## src/rtl/fetch_controller.sv

```systemverilog
// rtl/fetch_controller.sv - IF-stage sequencer: owns the PC and shares the instruction-memory port between loader and fetch
module fetch_controller #(
    parameter int                ADDR_W    = 7,
    parameter int                DATA_W    = 32,
    parameter logic [DATA_W-1:0] HALT_WORD = 32'hFFFF_FFFF
) (
    input  logic              clock,
    input  logic              reset_n,
    input  logic              load_start,
    input  logic              load_valid,
    input  logic [DATA_W-1:0] load_data,
    output logic              load_ready,
    input  logic              cmd_run,
    input  logic              cmd_step,
    input  logic              cmd_halt,
    input  logic              stall,
    input  logic              branch_taken,
    input  logic [ADDR_W-1:0] branch_target,
    output logic              imem_en,
    output logic              imem_we,
    output logic [ADDR_W-1:0] imem_addr,
    output logic [DATA_W-1:0] imem_wdata,
    input  logic [DATA_W-1:0] imem_rdata,
    output logic              if_valid,
    output logic [DATA_W-1:0] if_instr,
    output logic [ADDR_W-1:0] if_pc,
    output logic              halted
);

    localparam logic [2:0] ST_IDLE = 3'd0;
    localparam logic [2:0] ST_LOAD = 3'd1;
    localparam logic [2:0] ST_RUN  = 3'd2;
    localparam logic [2:0] ST_STEP = 3'd3;
    localparam logic [2:0] ST_DONE = 3'd4;

    localparam logic [ADDR_W-1:0] ADDR_MAX = '1;

    logic [2:0]        state_q, state_d;
    logic [ADDR_W-1:0] pc_q, pc_d;
    logic [ADDR_W-1:0] load_addr_q, load_addr_d;
    logic [ADDR_W-1:0] if_pc_q, if_pc_d;
    logic              valid_q, valid_d;
    logic              halted_q, halted_d;
    logic              ret_halt;
    logic              halt_cmd;
    logic [ADDR_W-1:0] pc_next;

    // valid_q marks that imem_rdata holds the result of an unsquashed fetch
    assign ret_halt = valid_q && (imem_rdata == HALT_WORD);
    assign halt_cmd = (state_q == ST_RUN) && cmd_halt;
    assign pc_next  = branch_taken ? branch_target : pc_q + ADDR_W'(1);

    assign if_valid = valid_q && !ret_halt && !halt_cmd;
    assign if_instr = imem_rdata;
    assign if_pc    = if_pc_q;
    assign halted   = halted_q;

    always_comb begin
        state_d     = state_q;
        pc_d        = pc_q;
        load_addr_d = load_addr_q;
        if_pc_d     = if_pc_q;
        valid_d     = 1'b0;
        halted_d    = halted_q;
        load_ready  = 1'b0;
        imem_en     = 1'b0;
        imem_we     = 1'b0;
        imem_addr   = '0;
        imem_wdata  = '0;

        case (state_q)
            ST_IDLE: begin
                // a stepped HALT_WORD returns while already back in IDLE
                if (ret_halt) begin
                    state_d  = ST_DONE;
                    halted_d = 1'b1;
                end else if (load_start) begin
                    state_d     = ST_LOAD;
                    load_addr_d = '0;
                end else if (cmd_run) begin
                    state_d = ST_RUN;
                end else if (cmd_step) begin
                    state_d = ST_STEP;
                end
            end

            ST_LOAD: begin
                load_ready = 1'b1;
                if (load_valid) begin
                    imem_en     = 1'b1;
                    imem_we     = 1'b1;
                    imem_addr   = load_addr_q;
                    imem_wdata  = load_data;
                    load_addr_d = (load_addr_q == ADDR_MAX) ? load_addr_q : load_addr_q + ADDR_W'(1);
                    if (load_data == HALT_WORD || load_addr_q == ADDR_MAX) begin
                        state_d = ST_IDLE;
                        pc_d    = '0;
                    end
                end
            end

            ST_RUN: begin
                if (cmd_halt) begin
                    state_d = ST_IDLE;
                end else if (ret_halt) begin
                    // the fetch issued alongside the halt word is discarded and pc stays at halt+1
                    state_d  = ST_DONE;
                    halted_d = 1'b1;
                    if (!stall) begin
                        imem_en   = 1'b1;
                        imem_addr = pc_q;
                    end
                end else if (stall) begin
                    valid_d = valid_q;
                end else begin
                    imem_en   = 1'b1;
                    imem_addr = pc_q;
                    if_pc_d   = pc_q;
                    valid_d   = !branch_taken;
                    pc_d      = pc_next;
                end
            end

            ST_STEP: begin
                if (stall) begin
                    valid_d = valid_q;
                end else begin
                    imem_en   = 1'b1;
                    imem_addr = pc_q;
                    if_pc_d   = pc_q;
                    valid_d   = !branch_taken;
                    pc_d      = pc_next;
                    state_d   = ST_IDLE;
                end
            end

            ST_DONE: begin
                if (load_start) begin
                    state_d     = ST_LOAD;
                    halted_d    = 1'b0;
                    load_addr_d = '0;
                end
            end

            default: state_d = ST_IDLE;
        endcase
    end

    always_ff @(posedge clock or negedge reset_n) begin
        if (!reset_n) begin
            state_q     <= ST_IDLE;
            pc_q        <= '0;
            load_addr_q <= '0;
            if_pc_q     <= '0;
            valid_q     <= 1'b0;
            halted_q    <= 1'b0;
        end else begin
            state_q     <= state_d;
            pc_q        <= pc_d;
            load_addr_q <= load_addr_d;
            if_pc_q     <= if_pc_d;
            valid_q     <= valid_d;
            halted_q    <= halted_d;
        end
    end

endmodule

```

## config.mk

```make
export PLATFORM = sky130hd
export DESIGN_NAME = fetch_controller
export DESIGN_NICKNAME = d
export VERILOG_FILES = /design/src/rtl/fetch_controller.sv
export SDC_FILE = /design/constraint.sdc
export NUM_CORES = 1
export LEC_CHECK = 0
export CORE_MARGIN = 5
export CORE_UTILIZATION = 50
export CTS_CLUSTER_DIAMETER = 150
export CTS_CLUSTER_SIZE = 12
export DETAILED_ROUTE_END_ITERATION = 8
export DONT_BUFFER_PORTS = 1
export GPL_TIMING_DRIVEN = 0
export SYNTH_ARGS = -nofsm -noshare
export SYNTH_HDL_FRONTEND = slang
export SYNTH_SLANG_ARGS = --single-unit
export TNS_END_PERCENT = 10
```

## constraint.sdc

```tcl
create_clock -name clock -period 4.8 [get_ports clock]
set_clock_uncertainty 0.1 [all_clocks]
set_input_delay 0.96 -clock clock [delete_from_list [all_inputs] [get_ports clock]]
set_output_delay 0.96 -clock clock [all_outputs]
set_load 0.1 [all_outputs]
```

==> results.md, run 1 <==
- The run finished with clean final reports.
- The synthesized design contains 26 register bits.
- In this run the cell area of the synthesized design comes to 2210 sq um.
- The type of the worst setup path is reg -> out.
- Counting every net in the synthesized netlist gives 347.
- The die outline height is 76.5 um.
- In the layout the commonest cells are sky130_fd_sc_hd__buf_4, sky130_fd_sc_hd__dfrtp_1, sky130_fd_sc_hd__and2_2, sky130_fd_sc_hd__nand4_1, sky130_fd_sc_hd__o21ai_0.
- Across every metal layer, demand over resource in global routing totals 0.208.
- The number of pins exceeding their max-slew limit in the final report is 0.
- The quantity of gates resized following cts is 15.
- For this run, the slowest stage of the critical path takes around 1.0 ns.
- The number of sinks on the clock net is 26.
- The count of final hold-check violations is 0.
- The number of antenna violations at the first check in global routing is 0.
- The net count of the finished layout is 352.
- The number of hold buffers added after cts is 0.
- The via count of the first global-routing pass came to approximately 1900.
- The repair_antennas step left the layout with diodes totalling 0.
- For this run, the share of the core covered by cells in the final layout is 0.554.
- Counting I/O delays and the setup requirement, the final critical path takes about 4.8 ns.
- After synthesis, the share of cell area in mux cells is 0.0402.
- STA classifies the critical path startpoint as a flip-flop.
- The instance count of the mapped netlist is roughly 270.
- The buffers plus inverters on the worst setup path is 4.
- The most used flip-flop cell after synthesis is sky130_fd_sc_hd__dfrtp_1.
- The half-perimeter wire length after detailed placement is 5280 um.
- The synthesized design contains 0 enable-type register cells.
- Buffers added to address setup during post-CTS repair amount to 0.
- Setup repair after global routing could not meet its margin everywhere.
- In this run the standard cell core region covers around 4300 sq um.
- The sequential area share after synthesis is 0.295.
- The library cell used most frequently in the layout, excluding fill and tap cells, is sky130_fd_sc_hd__buf_4.
- The proportion of layout cells with a drive suffix above 1 is 0.338.
- Clock tree synthesis selected as its root buffer the cell sky130_fd_sc_hd__clkbuf_8.
- Of the total synthesized cell area, the portion taken by AND, OR, NAND and NOR gates is 0.296.
- Global routing finished with a remaining overflow of 0.
- The share of the synthesized area in compound gates (AO/OA/AOI/OAI) is 0.176.
- The DRC violation count after routing is 0.
- In this run, CTS created clock tree buffers numbering 3.
- Walking the worst path, the cells encountered are buf_4 > nor3b_4 > nand2_2 > inv_1 > buf_2 > clkbuf_1 > and2_1.
- By area, the combinational part of the netlist is dominated by simple AND/OR/NAND/NOR gates.
- For the pin with the worst max-slew slack, the measured transition is approximately 1.3 ns.
- The area growth from synthesis to final layout is 8.50%.
- The finished layout holds ~320 standard cells, fillers aside.
- The tool flagged a number of max-cap violations equal to 0.
- Setup violations remaining at the end of the flow were counted as 0.
- The global placement routability congestion is a little under 0.8.
- Power spread over the standard cell area amounts to around 740 nW/um^2.
- The count of H-tree levels built during CTS is 1.
- The total of warnings raised by yosys is 0.
- The routed length per placed instance is 20.1 um.
- The count of different cell masters after synthesis is 45.
- Of the total synthesized cell area, the portion taken by XOR and XNOR cells is 0.0198.
- The maximum fanout count along the critical path is 10.
- In this run, the number of DRC markers left after iteration 0 of detailed routing was 60.
- The worst pin sits at a relative slew slack of 0.132.
- The total I/O pin count is 163.
- Of the total synthesized cell area, the portion taken by full adders, half adders and majority gates is 0.0113.
- The first detailed-routing pass ran for 4 iterations.
- In the synthesized netlist the async set-or-reset flop fraction comes to 1.00.
- Dividing the detail-routed via count by the number of cells gives 6.06.
- The design draws between 1.5 and 2 mW.
- The clock reaches the later pin of the worst-skew pair after 0.27 ns.
- The data arrival time at the worst-slack endpoint is 3.71 ns.
- The maximum clock path buffer count is 2.
- The horizontal die dimension is roughly 76 um.
- Input and output buffers added on the ports amount to 0.
- Across the whole layout, storage elements account for approximately 650 sq um.
- The total area of multi-input combinational cells is roughly 1300 sq um.
- The clock tree from TritonCTS is done.
- The worst ir drop on vdd is 0.369 mV.
- The area of the die is about 5800 sq um.
- The maximum frequency from static timing analysis is 210 MHz.
- The critical path's slowest cell is sky130_fd_sc_hd__nor3b_4.
- The first global-routing pass estimated ~10000 um of wire.
- The starting density of the core is 0.511.
- For this block, the routed nets add up to 6450 um of wire.
- Data on the critical path is required at its endpoint by ~3.7 ns.
- The cell class contributing the biggest share of worst-path delay is simple AND/OR/NAND/NOR gates.
- In this run the static leakage power is approximately 1.0 nW.
- The pin count of the biggest net entering global routing is 27.
- The via count of the routed design is ~1900.
- The count of nets left with antenna violations once routing finished came out at 0.
- Row generation in the floorplan step produced 24 rows.
- The clock transition at the registers of the reported paths is roughly 0.090 ns.
- A synthesized cell averages 8.33 sq um.
- The cell count after placement is roughly 320.
- The worst setup path is captured at a primary output.
- In the final timing run, aggregate negative setup slack is 0 ns.
- The fill cell total of the finished layout is about 400.
- The worst hold path class is in -> async.
- The final critical-path share of the clock period is 0.994.
-- path summary, 6_finish.rpt --
path | depth (start not counted) | startpoint | end | slack, ns
worst max-delay path | 7 | state_q[1]$_DFFE_PN0P_ | imem_wdata[3] | 0.03
worst min-delay path | 0 | reset_n | load_addr_q[2]$_DFFE_PN0P_ | 0.27
worst max register to register | 8 | state_q[1]$_DFFE_PN0P_ | load_addr_q[3]$_DFFE_PN0P_ | 1.75
worst min register to register | 1 | load_addr_q[0]$_DFFE_PN0P_ | load_addr_q[0]$_DFFE_PN0P_ | 0.45
max in group asynchronous | 0 | reset_n | pc_q[2]$_DFFE_PN0P_ | 4.25
min in group clock | 1 | load_addr_q[0]$_DFFE_PN0P_ | load_addr_q[0]$_DFFE_PN0P_ | 0.45
-- flip-flops by register name, indices dropped and copies added (netlist names) --
signal,cells
halted,1
load_addr_q,7
pc_q,7
if_pc,7
state_q,3
valid_q,1
-- per-stage QoR --
stage	instance area [sq um]	worst slack, ns	hold slack [ns]
floorplan	2210	-0.140	0.381
global placement	2270	-0.418	0.414
detailed placement	2290	-0.386	0.427
CTS	2380	0.000601	0.259
global route	2400	-0.217	0.242
finish	2400	0.0298	0.269
-- per-layer routing --
| metal | GRT usage | share of wire |
|---|---|---|
| met2 | 0.341 | 0.50 |
| met3 | 0.0626 | 0.083 |
| met5 | 0 | 0 |
| met1 | 0.276 | 0.41 |
| met4 | 0.0262 | 0.0029 |
-- worst register-to-register path: stages, from the launching register on --
cell and delay (ns):
sky130_fd_sc_hd__dfrtp_1 0.42, sky130_fd_sc_hd__buf_4 0.19, sky130_fd_sc_hd__nor3b_4 1.03, sky130_fd_sc_hd__nand2_2 0.32, sky130_fd_sc_hd__inv_1 0.17, sky130_fd_sc_hd__o21a_1 0.22, sky130_fd_sc_hd__a21o_1 0.12, sky130_fd_sc_hd__and2_1 0.25
sky130_fd_sc_hd__a31oi_1 0.12
-- logic make-up (layout without fill, tap and decap cells) --
kind of cell	count (synthesis)	count (layout)
compound gates	59	59
xor+xnor	5	5
fa+ha+maj	2	2
buf+inv	54	58
flops	26	26
mux	8	8
simple gates	111	111
-- report_power, final --
group	internal [mW]	switching, mW	total, mW
Clock	0.112	0.0717	0.183
Sequential	0.287	0.252	0.540
Combinational	0.228	0.824	1.05
Total	0.627	1.15	1.78
-- synthesized netlist by cell type, types with 3 or more instances --
master	number	area share
sky130_fd_sc_hd__o211ai_1	3	0.010
sky130_fd_sc_hd__nor2_1	10	0.017
sky130_fd_sc_hd__and2_1	33	0.093
sky130_fd_sc_hd__nor3_1	10	0.023
sky130_fd_sc_hd__xnor2_1	5	0.020
sky130_fd_sc_hd__a21oi_1	13	0.029
sky130_fd_sc_hd__o21ai_0	18	0.041
sky130_fd_sc_hd__nand4_1	18	0.051
sky130_fd_sc_hd__nand3_1	9	0.020
sky130_fd_sc_hd__nand2b_1	3	0.0085
sky130_fd_sc_hd__clkbuf_1	4	0.0068
sky130_fd_sc_hd__inv_1	11	0.019
sky130_fd_sc_hd__and3_1	4	0.011
sky130_fd_sc_hd__buf_4	33	0.11
sky130_fd_sc_hd__o31ai_1	6	0.020
sky130_fd_sc_hd__dfrtp_1	26	0.29
sky130_fd_sc_hd__nand2_1	10	0.017
sky130_fd_sc_hd__buf_2	3	0.0068
sky130_fd_sc_hd__mux2_2	7	0.036
sky130_fd_sc_hd__a31oi_1	6	0.017
sky130_fd_sc_hd__a22o_1	3	0.012
-- cell type report --
cell class / count / share of cell area
Sequential cell: 26 / 0.272
Buffer: 43 / 0.132
Multi-Input combinational cell: 185 / 0.522
Tap cell: 52 / 0.0272
Inverter: 11 / 0.0172
Clock buffer: 3 / 0.0172
Clock inverter: 1 / 0.0125
(Power assumes the default switching activity.)
==> run 2, diff against run 1 <==
--- a/config.mk
+++ b/config.mk
@@ -5,6 +5,8 @@
 export SDC_FILE = /design/constraint.sdc
 export NUM_CORES = 1
 export LEC_CHECK = 0
+export ABC_AREA = 1
+export CORE_ASPECT_RATIO = 1.25
 export CORE_MARGIN = 5
 export CORE_UTILIZATION = 50
 export CTS_CLUSTER_DIAMETER = 150
==> run 2 against run 1 <==
- register-to-register slack improved by 0.42 ns
- power decreased by 2.7%
- flip-flop and latch count unchanged
- synthesized area increased by 11%
- cell count increased by 38%
- non-clock buffer count increased by 2
- synthesized cell count increased by 43%
- utilization increased by 1.9 points
- routed wire length increased by 0.51%
- largest power group unchanged
- highest routed layer unchanged
==> results.md, run 2 <==
- Ranked by instance count, the synthesized netlist is headed by sky130_fd_sc_hd__nand2_1, sky130_fd_sc_hd__nor2_1, sky130_fd_sc_hd__buf_4.
- The worst-case IR drop observed on VDD is 0.383 mV.
- The top cell type's share of synthesized area is 0.266.
- The cell count after placement is around 440.
- Buffers inserted to repair hold after CTS numbered 0.
- The type of the worst setup path is reg -> out.
- The post-synthesis cell area is about 2400 sq um.
- Dividing the final minimum period by the clock period gives 0.936.
- The clock passes through at most 2 buffers.
- The HPWL after detailed placement is 5420 um.
- The instance count of the mapped netlist is roughly 380.
- The number of sinks on the clock net is 26.
- The via count of the routed design is around 2200.
- After the first detailed-routing iteration, the DRC count stood at 142.
- Averaged over all synthesized cells, the footprint is between 6 and 7 sq um.
- The count of non-filler cells in the finished layout is roughly 440.
- In the final layout, the share of cells above drive strength 1 is 0.288.
- The number of antenna violations at the first check in global routing came to 0.
- Routability-driven placement finished with a final weighted congestion of between 0.7 and 0.8.
- The count of H-tree levels built during CTS is 1.
- The worst setup path startpoint is state_q[2]$_DFFE_PN0P_.
- The routed length per placed instance is between 10 and 15 um.
- Row generation in the floorplan step produced 28 rows.
- The post-place instance area is around 2600 sq um.
- The count of maximum capacitance violations is 0.
- The worst slack at placement is 0.564 ns.
- Once detail routing completed, the nets flagged for antenna violations numbered 0.
- The repair_antennas step left the layout with diodes totalling 0.
- During synthesis, Yosys emitted a total of 0 warnings.
- The worst max-slew margin expressed relative to the limit is 0.234.
- Compared with the post-synthesis result, the final layout area differs by 11.1%.
- The analysis attributes to cell leakage a power of between 1 and 1.5 nW.
- The number of enable-type register cells in the synthesized netlist is 0.
- The register area is 651 sq um.
- In the final layout, the multi-input gates occupy 1490 sq um.
- The number of pins exceeding their max-slew limit in the final report is 0.
- In this run the count of I/O pins placed on the die edge is approximately 160.
- The overall power of the completed layout is 1.73 mW.
- The kind of start point of the critical path is a flip-flop.
- The maximum frequency from static timing analysis is between 200 and 250 MHz.
- The worst register-to-register path begins at state_q[2]$_DFFE_PN0P_.
- The die outline height is 88.1 um.
- Setup repair after global routing left no endpoint under its margin.
- In this run, synthesis produced a sequential element count of 26.
- After detailed routing, the number of remaining DRC violations is 0.
- The root buffer cell chosen for the clock tree is sky130_fd_sc_hd__clkbuf_8.
- The worst slack on hold paths is between 0.2 and 0.3 ns.
- The total routing usage reported by global routing is 0.195.
- The final setup TNS is 0 ns.
- Gates resized during post-CTS repair numbered 0.
- The required time at the worst-slack endpoint is around 3.7 ns.
- The fraction of registers with async set or reset after synthesis is 1.00.
- The total of buffers placed on input and output ports is 0.
- The number of nets in the synthesized netlist is 460.
- Global routing finished with a remaining overflow of 0.
- The count of final hold-check violations is 0.
- The wire length reported by the detailed router is 6490 um.
- The fill cell total of the finished layout is around 470.
- Of all nets on the critical path, the largest fanout is 10.
- The netlist uses 31 different library cells.
- At the later pin of the worst-skew pair, clock insertion delay measures approximately 0.27 ns.
- Once layout is done, the placed cells without fillers occupy 2710 sq um.
- The sequential area share after synthesis is 0.266.
- The horizontal die dimension is approximately 73 um.
- Once routing completed, OpenROAD measured the worst setup slack at roughly 0.3 ns.
- The most frequent standard cell in the layout excluding fill and tap cells is sky130_fd_sc_hd__nand2_1.
- The tightest min-delay check is of the in -> async type.
- The net total in the final layout is 465.
- The flow ran to the end, and the final reports show no timing, DRC or antenna violations.
- The final period demand of the worst path is between 4 and 5 ns.
- The number of cells on the worst reg-to-reg path is 8.
- For the pin with the worst max-slew slack, the measured transition is 1.15 ns.
- Sorting the synthesized cells by area gives the leading types as sky130_fd_sc_hd__dfrtp_1, sky130_fd_sc_hd__nand2_1, sky130_fd_sc_hd__nor2_1.
- The pre-antenna-repair detailed-routing pass consisted of 4 iterations.
- The area of the die is 6390 sq um.
- The clock transition at the registers of the reported paths is 0.10 ns.
- The synthesized design spends more area on one cell type than any other, namely sky130_fd_sc_hd__dfrtp_1.
- In the layout the commonest cells are sky130_fd_sc_hd__nand2_1, sky130_fd_sc_hd__nor2_1, sky130_fd_sc_hd__nor2_2, sky130_fd_sc_hd__buf_4, sky130_fd_sc_hd__inv_1.
- The core region is about 4700 sq um.
- TritonCTS built the clock tree.
- Once layout is complete, the utilization of the core stands at 0.574.
- By instance count, the leading cell after synthesis is sky130_fd_sc_hd__nand2_1.
- The via count of the first global-routing pass is around 2200.
- The first global-routing pass estimated about 10000 um of wire.
- STA classifies the critical path endpoint as a primary output.
- Setup violations remaining at the end of the flow were counted as 0.
- The data arrival time at the worst-slack endpoint is around 3.4 ns.
- The total clock buffers created by CTS is 3.
- In the synthesized netlist the dominant register cell turns out to be sky130_fd_sc_hd__dfrtp_1.
- Post-CTS timing repair inserted 0 buffers for setup.
- Dividing the detail-routed via count by the number of cells gives about 5.0.
- The pin count of the biggest net entering global routing is 27.
- For this design the ratio of total power to cell area is around 640 nW/um^2.
- The initial utilization of the core area, before any placement, comes to 0.516.
-- run 2: cell types whose count changed after synthesis, moves of 6 or more --
cell and change:
sky130_fd_sc_hd__nand2_1 +100, sky130_fd_sc_hd__inv_1 +16, sky130_fd_sc_hd__a21oi_1 -6, sky130_fd_sc_hd__xor2_1 +8, sky130_fd_sc_hd__mux2_2 -7, sky130_fd_sc_hd__nor2_1 +62
sky130_fd_sc_hd__and2_1 -33, sky130_fd_sc_hd__nand4_1 -14, sky130_fd_sc_hd__o21ai_2 +10
-- run 2: metal layers --
| metal | wire length [um] | track usage |
|---|---|---|
| met5 | 0 | 0 |
| met4 | 42 | 0.0487 |
| met3 | 797 | 0.0597 |
| met2 | 3230 | 0.352 |
| met1 | 2410 | 0.223 |
-- run 2: final timing paths --
check                                        endpoint  slack, ns
setup / recovery                       imem_wdata[24]       0.31
hold / removal                    pc_q[4]$_DFFE_PN0P_       0.27
setup reg to reg           load_addr_q[1]$_DFFE_PN0P_       2.17
hold reg to reg                   pc_q[4]$_DFFE_PN0P_       0.40
max in group asynchronous         pc_q[6]$_DFFE_PN0P_       4.24
min in group clock                pc_q[4]$_DFFE_PN0P_       0.40
-- run 2: area by class of cell --
| type | count | share of cell area |
|---|---|---|
| sequential | 26 | 0.240 |
| clock buffer | 3 | 0.0152 |
| buffer | 45 | 0.118 |
| multi-input combinational | 278 | 0.548 |
| clock inverter | 1 | 0.0111 |
| inverter | 29 | 0.0401 |
| tap | 60 | 0.0277 |
-- run 2: worst max-delay path, cell delays in order (launching register included) --
cell                       delay, ns
sky130_fd_sc_hd__dfrtp_1        0.38
sky130_fd_sc_hd__buf_6          0.14
sky130_fd_sc_hd__nor3_4         0.93
sky130_fd_sc_hd__inv_2          0.15
sky130_fd_sc_hd__clkbuf_1       0.30
sky130_fd_sc_hd__clkbuf_1       0.35
sky130_fd_sc_hd__nor2_2         0.90
-- run 2: where the power goes --
group	switching (mW)	total [mW]	leakage [nW]	internal [mW]
clock	0.0755	0.187	0.0357	0.112
sequential	0.199	0.472	0.353	0.272
combinational	0.878	1.07	0.791	0.191
-- run 2: cell families (layout without fill, tap and decap cells) --
family | count (synthesis) | in the layout | share of synthesized area
buffers and inverters | 74 | 78 | 0.175
AOI/OAI and AO/OA | 51 | 51 | 0.138
and+or+nand+nor | 216 | 216 | 0.378
xor gates and xnor gates | 9 | 9 | 0.0323
adders and majority gates | 2 | 2 | 0.0102
DFF | 26 | 26 | 0.266
